[config.mk]
export PLATFORM = sky130hd
export DESIGN_NAME = mesi_snoop_ctrl
export DESIGN_NICKNAME = d
export VERILOG_FILES = /design/src/rtl/mesi_snoop_ctrl.sv
export SDC_FILE = /design/constraint.sdc
export NUM_CORES = 1
export LEC_CHECK = 0
export ABC_AREA = 1
export BUFFER_PORTS_ARGS = -buffer_cell sky130_fd_sc_hd__buf_2
export CAP_MARGIN = 20
export CELL_PAD_IN_SITES_DETAIL_PLACEMENT = 1
export CELL_PAD_IN_SITES_GLOBAL_PLACEMENT = 2
export CORE_UTILIZATION = 31
export DETAILED_ROUTE_END_ITERATION = 10
export GPL_ROUTABILITY_DRIVEN = 0
export PLACE_DENSITY = 0.86
export SYNTH_ARGS = -nofsm -noshare
export SYNTH_HDL_FRONTEND = slang
export SYNTH_SLANG_ARGS = --single-unit
[constraint.sdc]
create_clock -name clock -period 2.1 [get_ports clock]
set_input_delay 0.21 -clock clock [delete_from_list [all_inputs] [get_ports clock]]
set_output_delay 0.21 -clock clock [all_outputs]
set_load 0.01 [all_outputs]
[src/rtl/mesi_snoop_ctrl.sv]
// mesi_snoop_ctrl: multi-line MESI snoop controller.
// Holds MESI state, tag and data for NUM_LINES lines. It accepts bus snoops
// through a valid/ready handshake, runs a memory write-back when a Modified
// line is invalidated or shared, and then applies the MESI transition.
// Processor-side line updates are accepted only while idle and no snoop is
// being offered.
// Optional build macro MESI_SNOOP_STATS_EN adds a saturating wb_count output.
module mesi_snoop_ctrl #(
    parameter int NUM_LINES = 4,
    parameter int TAG_W     = 4,
    parameter int DATA_W    = 8,
    localparam int IDX_W    = (NUM_LINES > 1) ? $clog2(NUM_LINES) : 1
) (
    input  logic                   clock,
    input  logic                   reset_n,
    input  logic                   snoop_valid,
    output logic                   snoop_ready,
    input  logic [1:0]             snoop_msg,
    input  logic [TAG_W-1:0]       snoop_tag,
    output logic                   snoop_done,
    output logic                   snoop_hit,
    output logic                   abt_mem_acs,
    output logic                   mem_wb_req,
    output logic [TAG_W-1:0]       mem_wb_tag,
    output logic [DATA_W-1:0]      mem_wb_data,
    input  logic                   mem_wb_ack,
    input  logic                   loc_we,
    output logic                   loc_ready,
    input  logic [IDX_W-1:0]       loc_idx,
    input  logic [1:0]             loc_state,
    input  logic [TAG_W-1:0]       loc_tag,
    input  logic [DATA_W-1:0]      loc_data,
    output logic [2*NUM_LINES-1:0] line_state
`ifdef MESI_SNOOP_STATS_EN
    ,
    output logic [15:0]            wb_count
`endif
);

    localparam logic [1:0] MESI_M = 2'b00;
    localparam logic [1:0] MESI_S = 2'b10;
    localparam logic [1:0] MESI_I = 2'b11;

    typedef enum logic [1:0] {
        ST_IDLE   = 2'd0,
        ST_LOOKUP = 2'd1,
        ST_WB_REQ = 2'd2,
        ST_UPDATE = 2'd3
    } fsm_e;

    fsm_e               fsm_q, fsm_d;
    logic [1:0]         msg_q, msg_d;
    logic [TAG_W-1:0]   snp_tag_q, snp_tag_d;
    logic               hit_q, hit_d;
    logic [IDX_W-1:0]   hit_idx_q, hit_idx_d;

    logic [1:0]         line_st_q   [NUM_LINES];
    logic [1:0]         line_st_d   [NUM_LINES];
    logic [TAG_W-1:0]   line_tag_q  [NUM_LINES];
    logic [TAG_W-1:0]   line_tag_d  [NUM_LINES];
    logic [DATA_W-1:0]  line_data_q [NUM_LINES];
    logic [DATA_W-1:0]  line_data_d [NUM_LINES];

    logic               snoop_done_q, snoop_done_d;
    logic               snoop_hit_q, snoop_hit_d;
    logic               abt_q, abt_d;
    logic               wb_req_q, wb_req_d;
    logic [TAG_W-1:0]   wb_tag_q, wb_tag_d;
    logic [DATA_W-1:0]  wb_data_q, wb_data_d;

    logic [NUM_LINES-1:0] match_s;
    logic                 look_hit_s;
    logic [IDX_W-1:0]     look_idx_s;
    logic                 need_wb_s;

    // Tag compare against every valid line; the lowest matching index wins.
    always_comb begin
        look_idx_s = {IDX_W{1'b0}};
        for (int i = 0; i < NUM_LINES; i++) begin
            match_s[i] = (line_st_q[i] != MESI_I) && (line_tag_q[i] == snp_tag_q);
        end
        for (int i = NUM_LINES - 1; i >= 0; i--) begin
            look_idx_s = match_s[i] ? IDX_W'(i) : look_idx_s;
        end
        look_hit_s = |match_s;
        need_wb_s  = look_hit_s && msg_q[0] && (line_st_q[look_idx_s] == MESI_M);
    end

    // FSM state register.
    always_ff @(posedge clock or negedge reset_n) begin
        if (!reset_n) begin
            fsm_q <= ST_IDLE;
        end else begin
            fsm_q <= fsm_d;
        end
    end

    // FSM next-state logic.
    always_comb begin
        fsm_d = fsm_q;
        case (fsm_q)
            ST_IDLE: begin
                if (snoop_valid) begin
                    fsm_d = ST_LOOKUP;
                end else begin
                    fsm_d = ST_IDLE;
                end
            end
            ST_LOOKUP: begin
                if (need_wb_s) begin
                    fsm_d = ST_WB_REQ;
                end else begin
                    fsm_d = ST_UPDATE;
                end
            end
            ST_WB_REQ: begin
                if (mem_wb_ack) begin
                    fsm_d = ST_UPDATE;
                end else begin
                    fsm_d = ST_WB_REQ;
                end
            end
            ST_UPDATE: fsm_d = ST_IDLE;
            default:   fsm_d = ST_IDLE;
        endcase
    end

    // Datapath next values: snoop capture, lookup result, line array writes.
    always_comb begin
        msg_d     = msg_q;
        snp_tag_d = snp_tag_q;
        hit_d     = hit_q;
        hit_idx_d = hit_idx_q;
        line_st_d   = line_st_q;
        line_tag_d  = line_tag_q;
        line_data_d = line_data_q;
        case (fsm_q)
            ST_IDLE: begin
                if (snoop_valid) begin
                    msg_d     = snoop_msg;
                    snp_tag_d = snoop_tag;
                end else if (loc_we) begin
                    line_st_d[loc_idx]   = loc_state;
                    line_tag_d[loc_idx]  = loc_tag;
                    line_data_d[loc_idx] = loc_data;
                end else begin
                    msg_d = msg_q;
                end
            end
            ST_LOOKUP: begin
                hit_d     = look_hit_s;
                hit_idx_d = look_idx_s;
            end
            ST_WB_REQ: begin
                hit_d = hit_q;
            end
            ST_UPDATE: begin
                // rm shares the line, wm invalidates it; reads leave it alone.
                if (hit_q && msg_q[0]) begin
                    line_st_d[hit_idx_q] = msg_q[1] ? MESI_I : MESI_S;
                end else begin
                    hit_d = hit_q;
                end
            end
            default: begin
                hit_d = hit_q;
            end
        endcase
    end

    // Datapath registers and line arrays.
    always_ff @(posedge clock or negedge reset_n) begin
        if (!reset_n) begin
            msg_q     <= 2'b00;
            snp_tag_q <= {TAG_W{1'b0}};
            hit_q     <= 1'b0;
            hit_idx_q <= {IDX_W{1'b0}};
            for (int i = 0; i < NUM_LINES; i++) begin
                line_st_q[i]   <= MESI_I;
                line_tag_q[i]  <= {TAG_W{1'b0}};
                line_data_q[i] <= {DATA_W{1'b0}};
            end
        end else begin
            msg_q       <= msg_d;
            snp_tag_q   <= snp_tag_d;
            hit_q       <= hit_d;
            hit_idx_q   <= hit_idx_d;
            line_st_q   <= line_st_d;
            line_tag_q  <= line_tag_d;
            line_data_q <= line_data_d;
        end
    end

    // Output logic, computed from the next state so the outputs are flops.
    always_comb begin
        snoop_done_d = (fsm_d == ST_UPDATE);
        snoop_hit_d  = (fsm_d == ST_UPDATE) &&
                       ((fsm_q == ST_LOOKUP) ? look_hit_s : hit_q);
        abt_d        = (fsm_d == ST_WB_REQ) ||
                       ((fsm_d == ST_UPDATE) && (fsm_q == ST_WB_REQ));
        wb_req_d     = (fsm_d == ST_WB_REQ);
        if ((fsm_q == ST_LOOKUP) && (fsm_d == ST_WB_REQ)) begin
            wb_tag_d  = line_tag_q[look_idx_s];
            wb_data_d = line_data_q[look_idx_s];
        end else begin
            wb_tag_d  = wb_tag_q;
            wb_data_d = wb_data_q;
        end
    end

    // Output registers; reset drops the write-back request at once.
    always_ff @(posedge clock or negedge reset_n) begin
        if (!reset_n) begin
            snoop_done_q <= 1'b0;
            snoop_hit_q  <= 1'b0;
            abt_q        <= 1'b0;
            wb_req_q     <= 1'b0;
            wb_tag_q     <= {TAG_W{1'b0}};
            wb_data_q    <= {DATA_W{1'b0}};
        end else begin
            snoop_done_q <= snoop_done_d;
            snoop_hit_q  <= snoop_hit_d;
            abt_q        <= abt_d;
            wb_req_q     <= wb_req_d;
            wb_tag_q     <= wb_tag_d;
            wb_data_q    <= wb_data_d;
        end
    end

    assign snoop_ready = (fsm_q == ST_IDLE);
    assign loc_ready   = (fsm_q == ST_IDLE) && !snoop_valid;
    assign snoop_done  = snoop_done_q;
    assign snoop_hit   = snoop_hit_q;
    assign abt_mem_acs = abt_q;
    assign mem_wb_req  = wb_req_q;
    assign mem_wb_tag  = wb_tag_q;
    assign mem_wb_data = wb_data_q;

    for (genvar g = 0; g < NUM_LINES; g++) begin : g_line_state
        assign line_state[2*g +: 2] = line_st_q[g];
    end

`ifdef MESI_SNOOP_STATS_EN
    logic [15:0] wb_cnt_q, wb_cnt_d;

    // Accepted write-back counter, saturating at all ones.
    always_comb begin
        if ((fsm_q == ST_WB_REQ) && mem_wb_ack && (wb_cnt_q != 16'hFFFF)) begin
            wb_cnt_d = wb_cnt_q + 16'd1;
        end else begin
            wb_cnt_d = wb_cnt_q;
        end
    end

    // Write-back counter register.
    always_ff @(posedge clock or negedge reset_n) begin
        if (!reset_n) begin
            wb_cnt_q <= 16'd0;
        end else begin
            wb_cnt_q <= wb_cnt_d;
        end
    end

    assign wb_count = wb_cnt_q;
`endif

endmodule

==> flow_summary.yaml <==
status:
  status: "finished with violations"
  violations: "negative setup slack"
yosys:
  synth_area_um2: 4120
  synth_compound_area_frac: 0.114
  yosysTopAreaCellShare: 0.456
  yosys.area.top_type: "dfrtp_1"
  ys_seq_area_frac: 0.507
  synth_top_family_by_area: "simple AND/OR/NAND/NOR gates"
  yosysMostFrequentCell: "nand2_1"
  synth_xor_area_frac: 0.00638
  synthSimpleGateAreaFrac: 0.221
  synthCells: 478
  async_reset_ff_frac: 1.00
  synth_adder_area_share: 0.0121
  ys.warnings.count: 0
  ys_ff_latch: 83
  netlist_top_cells_count: "113 x nand2_1, 75 x dfrtp_1, 53 x nor2_1"
  yosys-top-cells-area: "dfrtp_1 46%, nand2_1 10%, mux2_2 6.6%"
  syn_nets: 509
  synth.distinct_cells: 32
  syn_area_per_cell_um2: 8.62
  synth_edf_count: 0
  synth_ff_type: "dfrtp_1"
  synth_mux_area_frac: 0.0711
clock_tree:
  clock_latency_ns: 0.34
  clock_path_buffers: 2
  cts_tree: "yes"
  clk_pin_slew_ns: 0.07
  cts.sinks: 83
  cts_buffers: 9
  htree_levels: 3
  root_buffer: "clkbuf_16"
final_layout:
  num_antenna_cells: 0
  final_util: 0.438
  layout.nets: 609
  stdcell_count: 755
  drive_gt1_frac: 0.362
  syn_to_final_growth_pct: 35.7
  fin_area_um2: 5590
pwr:
  p_leak_nw: 2.75
  peakVddDrop_uv: 551
  powerDensity_nw_per_um2: 1810
floorplanning:
  core_region_area_um2: 12800
  row_count: 41
  ioPinCount: 53
  initial_core_util: 0.323
  die_w_um: 117
  die_h_um: 117
  fp.dieArea_um2: 13800
route:
  drtIter0Drc: 139
  drc_errors: 0
  vias: 3726
  drt_first_pass_iters: 4
  routed_wirelength_um: 12600
  routedWlPerCell_um: 16.7
  ant_nets: 0
  via_per_inst: 4.94
timing:
  slew_violations: 0
  setup_viol: 12
  max_freq_mhz: 463
  period_needed_ns: 2.16
  grt_setup_unrepaired: "yes"
  worst_slack_ns: -0.0591
  maxSlewHeadroom: 0.678
  period_share: 1.03
  finalClockSkew_ns: 0.00916
  hold_viol: 0
  worst-slew-pin-transition_ns: 0.483
critical_path:
  end_kind: "register"
  start_kind: "register"
  reg2reg_depth: 15
  worstPathRequired_ns: 2.33
  arrival_ns: 2.39
  cp_max_fo: 12
  crit_type: "reg -> reg"
global_routing:
  grt_max_degree: 37
  antenna_found_initial: 0
  grt_pass1_vias: 3866
  grt_use_total: 0.187
  overflow: 0
  grt_pass1_wl_um: 19300
hold_path:
  min_path_type: "in -> reg"
  hold_path_depth: 3
placed_design:
  port_buffers: 52
  placed_area_um2: 4880
  hpwl_um: 8470
  placed_cells: 716
  place_ws_ns: -0.0781
flow_run:
  maxCapViolCount: 0
## report_power, final
part | internal, W | switching, W | total [W]
clock network | 0.000954 | 0.000665 | 0.00162
logic | 0.00255 | 0.00315 | 0.00570
registers | 0.00236 | 0.000454 | 0.00281
## cells by family after synthesis
group,count (synthesis)
simple gates,209
compound gates,84
fa+ha+maj,4
flops,83
buf+inv,69
mux,26
xor+xnor,3
## sequential cells by signal (all words and copies together) (netlist names)
register     count
line_data_q     32
line_tag_q      16
line_state       8
mem_wb_data      8
mem_wb_tag       4
snp_tag_q        4
fsm_q            2
hit_idx_q        2
msg_q            2
abt_mem_acs      1
hit_q            1
mem_wb_req       1
snoop_done       1
snoop_hit        1
## repair_timing
action | in CTS | in global routing
resized for setup | 12 | 46
pin swaps | 5 | 37
setup endpoints to repair | 12 | 27
buffers inserted | 3 | 16
hold buffers | 1 | 0
gates cloned | 1 | 3
endpoints found under the hold margin | 23 | 0
## cell usage in the layout, fill, tap and decap left out, drive strengths merged
master	synthesis	final
o22ai	4	4
buf	9	102
nor2	55	55
o21ai	42	42
o211ai	12	12
o21a	5	5
a21oi	21	21
nor3	3	3
ha	4	4
clkbuf	9	12
bufinv	0	1
inv	51	52
nand3b	1	1
nand3	19	20
dfstp	8	8
nor3b	1	1
xnor2	3	3
clkinv	0	4
nand2	118	119
dfrtp	75	75
nand4	12	12
mux2	26	26
dlygate4sd3	0	1
## final cells by class
type / count / area [um2]
clock buffers: 10 / 239
repair buffers: 105 / 818
flip-flops and latches: 83 / 2090
well taps: 172 / 215
fillers: 1504 / 7180
clock inverters: 6 / 62.6
inverters: 51 / 191
multi-input cells: 328 / 1980
## through the flow
step           total power, W  hold slack [ns]  TNS, ns
6_report               0.0101            0.117   -0.280
3_5_place_dp          0.00729            0.203   -0.727
5_1_grt                0.0109            0.125    -2.02
4_1_cts               0.00918            0.119        0
3_3_place_gp          0.00712            0.192   -0.419
2_1_floorplan         0.00544          -0.0856        0
## path summary, 6_finish.rpt
| kind | startpoint | slack [ns] | to |
|---|---|---|---|
| worst max register to register | snp_tag_q[2] | -0.06 | mem_wb_data[2] |
| worst min-delay path | snoop_msg[1] | 0.12 | msg_q[1] |
| min in group asynchronous | reset_n | 0.37 | msg_q[1] |
| worst max-delay path | snp_tag_q[2] | -0.06 | mem_wb_data[2] |
| max in group asynchronous | reset_n | 1.09 | mem_wb_data[7] |
| worst min register to register | mem_wb_data[7] | 0.47 | mem_wb_data[7] |
## layer usage
metal	track usage	vias up	wire length, um	part of all wire
met5	0	-	0	0
met4	0.0717	0	276	0.022
met3	0.0294	22	397	0.031
met2	0.320	76	6410	0.51
met1	0.237	1867	5550	0.44
li1	-	1761	-	-
## critical path, stage by stage (launching register included)
cell,delay [ns]
dfrtp_1,0.44
inv_2,0.06
nand2_1,0.06
nand2_1,0.06
nor2_2,0.15
nand2_2,0.09
nor2_4,0.13
nand2_4,0.07
nand2_2,0.08
nand2_4,0.10
buf_12,0.17
buf_12,0.14
o211ai_1,0.22
o21ai_1,0.10
nand4_1,0.12
nand2_2,0.06
(Power assumes the default switching activity.)
